==> src/rtl/systolic_feeder_pkg.sv <==
// systolic_feeder_pkg: shared FSM encoding, load-select codes and default sizing for the feeder
package systolic_feeder_pkg;
  localparam logic [2:0] S_IDLE  = 3'd0;
  localparam logic [2:0] S_CLEAR = 3'd1;
  localparam logic [2:0] S_FEED  = 3'd2;
  localparam logic [2:0] S_DRAIN = 3'd3;
  localparam logic [2:0] S_DONE  = 3'd4;
  localparam logic LOAD_SEL_A = 1'b0;
  localparam logic LOAD_SEL_B = 1'b1;
  localparam int DEF_N = 4;
  localparam int DEF_W = 16;
endpackage

==> src/rtl/systolic_feeder_lane.sv <==
// feeder_lane: N-word operand buffer for one array edge lane with a registered, windowed output
module feeder_lane #(
  parameter int N = 4,
  parameter int W = 16,
  parameter int L = 0,
  parameter int TW = 4,
  localparam int IW = $clog2(N)
) (
  input  logic           clk,
  input  logic           rst,
  input  logic           wr,
  input  logic [N*W-1:0] wr_data,
  input  logic           en,
  input  logic [TW-1:0]  step,
  output logic [W-1:0]   word
);
  logic [W-1:0] mem [N];
  logic [TW-1:0] d;
  logic hit;
  // step < L wraps d past N because the counter spans at least 3N values
  always_comb begin
    d = step - TW'(L);
    hit = en && d < TW'(N);
  end
  always_ff @(posedge clk or negedge rst)
    if (!rst) begin
      for (int k = 0; k < N; k++) mem[k] <= '0;
      word <= '0;
    end else begin
      if (wr) for (int k = 0; k < N; k++) mem[k] <= wr_data[k*W +: W];
      word <= hit ? mem[d[IW-1:0]] : '0;
    end
endmodule

==> src/rtl/systolic_feeder.sv <==
// systolic_feeder: buffers A rows / B columns and drives the skewed wavefront into an N x N array
module systolic_feeder
  import systolic_feeder_pkg::*;
#(
  parameter int N = DEF_N,
  parameter int W = DEF_W,
  localparam int IW = $clog2(N),
  localparam int TW = $clog2(3*N)
) (
  input  logic           clk,
  input  logic           rst,
  input  logic           load_en,
  input  logic           load_sel,
  input  logic [IW-1:0]  load_idx,
  input  logic [N*W-1:0] load_data,
  output logic           load_ready,
  input  logic           start,
  output logic           busy,
  output logic           array_clr,
  output logic [N*W-1:0] west_out,
  output logic [N*W-1:0] north_out,
  output logic           done
);
  logic [2:0] state, nxt;
  logic [TW-1:0] cnt, step_next;
  logic feed_next;
  // cnt holds the step shown this cycle in FEED and keeps counting through DRAIN
  always_comb begin
    nxt = state == S_IDLE  ? (start ? S_CLEAR : S_IDLE) :
          state == S_CLEAR ? S_FEED :
          state == S_FEED  ? (cnt == TW'(2*N-2) ? S_DRAIN : S_FEED) :
          state == S_DRAIN ? (cnt == TW'(3*N-3) ? S_DONE : S_DRAIN) : S_IDLE;
    feed_next = nxt == S_FEED;
    step_next = state == S_CLEAR ? '0 : cnt + TW'(1);
  end
  always_ff @(posedge clk or negedge rst)
    if (!rst) begin
      state <= S_IDLE;
      cnt <= '0;
      array_clr <= 1'b0;
    end else begin
      state <= nxt;
      cnt <= (state == S_FEED || state == S_DRAIN) ? cnt + TW'(1) : '0;
      array_clr <= nxt == S_CLEAR;
    end
  assign load_ready = state == S_IDLE;
  assign busy = state != S_IDLE;
  assign done = state == S_DONE;
  for (genvar i = 0; i < N; i++) begin : g_lane
    feeder_lane #(.N(N), .W(W), .L(i), .TW(TW)) u_row (
      .clk(clk), .rst(rst),
      .wr(load_ready && load_en && load_sel == LOAD_SEL_A && load_idx == IW'(i)),
      .wr_data(load_data), .en(feed_next), .step(step_next), .word(west_out[i*W +: W])
    );
    feeder_lane #(.N(N), .W(W), .L(i), .TW(TW)) u_col (
      .clk(clk), .rst(rst),
      .wr(load_ready && load_en && load_sel == LOAD_SEL_B && load_idx == IW'(i)),
      .wr_data(load_data), .en(feed_next), .step(step_next), .word(north_out[i*W +: W])
    );
  end
endmodule

==> config.mk <==
export PLATFORM = sky130hd
export DESIGN_NAME = systolic_feeder
export DESIGN_NICKNAME = d
export VERILOG_FILES = /design/src/rtl/systolic_feeder_pkg.sv /design/src/rtl/systolic_feeder_lane.sv /design/src/rtl/systolic_feeder.sv
export SDC_FILE = /design/constraint.sdc
export NUM_CORES = 1
export LEC_CHECK = 0
export ABC_AREA = 1
export CORE_ASPECT_RATIO = 0.9
export CORE_MARGIN = 1.5
export CORE_UTILIZATION = 35
export CTS_BUF_LIST = sky130_fd_sc_hd__clkbuf_16
export CTS_CLUSTER_DIAMETER = 120
export DETAILED_ROUTE_END_ITERATION = 10
export PLACE_DENSITY_LB_ADDON = 0.25
export REMOVE_ABC_BUFFERS = 1
export SLEW_MARGIN = 15
export SYNTH_ARGS = -nofsm -noshare
export SYNTH_HDL_FRONTEND = slang
export SYNTH_SLANG_ARGS = --single-unit
==> constraint.sdc <==
create_clock -name clk -period 3.9 [get_ports clk]
set_input_delay 0.78 -clock clk [delete_from_list [all_inputs] [get_ports clk]]
set_output_delay 0.78 -clock clk [all_outputs]
set_load 0.1 [all_outputs]
==> out/results.txt <==
Setup Skew: 0.01753 ns
Power per cell area: 936.7 mW/mm^2
Initial antenna violation count: 3
Final WS setup: 0.6442 ns
Multi-input gate area: 0.009535 sq mm
FF+latch count, synth: 648
Slew HR: 22.11%
Max Freq: 307.1 MHz
Iteration-0 DRC Markers: 1710
Post-synth top area share: 56.63%
Final Setup Violations: 0
Final worst-path cycle share: 83.48%
Ranking of synthesized cells by area: dfrtp_1, nand2_1, o21ai_0
Min-Delay Path Class: in -> async
Share of layout cells above drive strength 1: 5.751%
Post-route DRC: 0
Area growth syn-to-layout: 16.77%
Status: completed
CTS Buffer Depth: 3
Worst VDD drop: 0.6853 mV
First-pass GRT wire length: 135.5 mm
Avg Vias per Cell: 4.893
Number of inserted diodes: 0
Pre-Repair DR Iteration Count: 7
DP Worst Slack: 0.6632 ns
Fill count: 8222
GPL Wtd Cong: 0.7732
RSZ-0062 raised after global routing: no
Synth warn: 0
Post-cts resize count: 0
Clock insertion delay at the later pin of the skew report: 0.62 ns
Vias in the first global route: 22130
Max Fanout on Critical Path: 33
Post-synthesis sequential area ratio: 56.63%
Core area: 0.08101 sq mm
Final hold viol count: 0
Clk pin slew, worst setup/hold paths: 0.06 ns
Primary FF master, synth: dfrtp_1
Cell Area, Synth: 0.02863 sq mm
Post-CTS Setup Repair Bufs: 0
DRT Wirelength: 86.81 mm
Die footprint: 0.08354 sq mm
P_leak: 16.26 nW
WS Path Type: reg -> reg
CTS tree: yes
Hold_buf cts: 0
Crit path launch type: flip-flop
Routed wire per std cell: 18.84 microns
Post-Syn Instances: 3440
Post-route ant nets: 0
Area leader, netlist: dfrtp_1
Max-Cap Viols: 0
Sequential standard cell area: 0.01622 sq mm
Port Buf Inserts: 202
Die X: 304.5 microns
Critical Path AT: 3.72 ns
Post-route setup TNS: 0 ns
Vias: 22540
Placed cell area: 0.03115 sq mm
Final core utilization: 41.27%
Overall routing resource usage: 20.99%
Dpl hpwl: 50.22 mm
Max-slew violations: 0
Clock Sinks: 648
Tmin final: 3.256 ns
Syn Area/Cell: 8.324 sq um
Post-synth EDFFs: 0
Placement Rows: 99
CP endpoint kind: flip-flop
Congestion Overflow GR: 0
Nets: 3567
CP required: 4.37 ns
CTS Buf Count: 73
# IOs: 203
Actual slew at the worst max-slew pin: 1.168 ns
Hold_ws: 0.1430 ns
Asr flop ratio synth: 100.0%
Root buf cell: clkbuf_16
Largest net degree at the start of global routing: 129
Netlist cell types: 29
Die Height: 274.3 microns
Initial core utilization: 35.35%
Design area: 0.03344 sq mm
Htree depth: 3
## cell usage in the layout (no fill, tap or decap), types with 7 or more instances in the layout
cell / count
nand2_1: 950
o21ai_0: 647
dfrtp_1: 647
inv_1: 380
clkdlybuf4s50_1: 199
nor2_1: 172
a21oi_1: 160
o21ai_1: 121
clkbuf_16: 74
buf_4: 47
o211ai_1: 32
clkinv_1: 17
clkinv_2: 16
buf_12: 15
nor2_4: 10
inv_2: 10
nand2_2: 7
## registers in the layout, indices dropped and copies added (netlist names)
register           flops
g_lane.u_col.mem     256
state                  3
g_lane.u_row.word     64
array_clr              1
g_lane.u_col.word     64
cnt                    4
g_lane.u_row.mem     256
## power by group
part | internal (mW) | total (mW) | switching [mW]
clock | 3.80 | 6.68 | 2.88
sequential | 9.71 | 10.7 | 1.03
combinational | 4.02 | 13.9 | 9.88
total | 17.5 | 31.3 | 13.8
## layer usage
layer  vias to the layer above  part of all wire, %  track usage (%)
met5                         -                    0                0
met4                         0                  1.6            4.737
met3                        95                  4.8            2.906
met2                       566                   47            34.07
met1                     10950                   47            29.78
li1                      10930                    -                -
## synthesized netlist by cell type, types with 2 or more instances
master    instances
a21oi_1         160
nand3_2           2
nand3_1           6
buf_1             7
inv_2             8
o21ai_1         121
dfrtp_1         648
nor2_1          172
clkbuf_2         10
buf_2           120
buf_4            50
nand2_2           2
buf_6             8
nand2_4           2
nand3_4           2
clkbuf_1         93
inv_1           369
o21ai_0         647
nand2_1         955
o211ai_1         32
ha_1              7
nand4_1           3
nor2_4           10
## metrics by stage
step,power (mW),cells
floorplan,19.78,3152
global placement,24.59,4474
detailed placement,24.82,4474
CTS,31.61,4607
global route,33.81,4607
finish,31.32,4607
## cell families after synthesis
logic type / count (synthesis) / share of synthesized area [%]
and+or+nand+nor: 1157 / 15.77
AOI/OAI and AO/OA: 963 / 17.15
DFF: 648 / 56.63
adders and majority gates: 7 / 0.3059
buffers and inverters: 665 / 10.15
## area by class of cell
| cell class | instances | share of cell area (%) |
|---|---|---|
| Tap cell | 1060 | 3.967 |
| Clock buffer | 74 | 5.538 |
| Sequential cell | 648 | 48.50 |
| Multi-Input combinational cell | 2127 | 28.52 |
| Clock inverter | 59 | 1.287 |
| Inverter | 377 | 4.232 |
| Timing Repair Buffer | 262 | 7.956 |
## critical path, stage by stage, from the launching register on
cell and delay (ns):
dfrtp_2 0.41, inv_2 0.15, ha_1 0.28, inv_1 0.16, nand2_4 0.27, inv_2 0.14
buf_4 0.55, ha_1 0.26, nand2_1 0.08, nand2_1 0.06, nand2_1 0.06, nand3_2 0.07
buf_4 0.51, nor2_1 0.09
## path summary, 6_finish.rpt
path                                                      from                                   to  slack [ns]  cells past startpoint
setup / recovery                              cnt[0]$_DFF_PN0_   g_lane[3].u_col.word[13]$_DFF_PN0_        0.64                     13
max in group asynchronous                                  rst   g_lane[2].u_row.mem[8]$_DFFE_PN0P_        2.76                      2
min in group clk           g_lane[3].u_row.mem[17]$_DFFE_PN0P_  g_lane[3].u_row.mem[17]$_DFFE_PN0P_        0.48                      2
hold / removal                                             rst  g_lane[1].u_col.mem[53]$_DFFE_PN0P_        0.14                      1
setup reg to reg                              cnt[0]$_DFF_PN0_   g_lane[3].u_col.word[13]$_DFF_PN0_        0.64                     13
hold reg to reg            g_lane[3].u_row.mem[17]$_DFFE_PN0P_  g_lane[3].u_row.mem[17]$_DFFE_PN0P_        0.48                      2
Note: power is estimated with default switching activity, not from simulation.
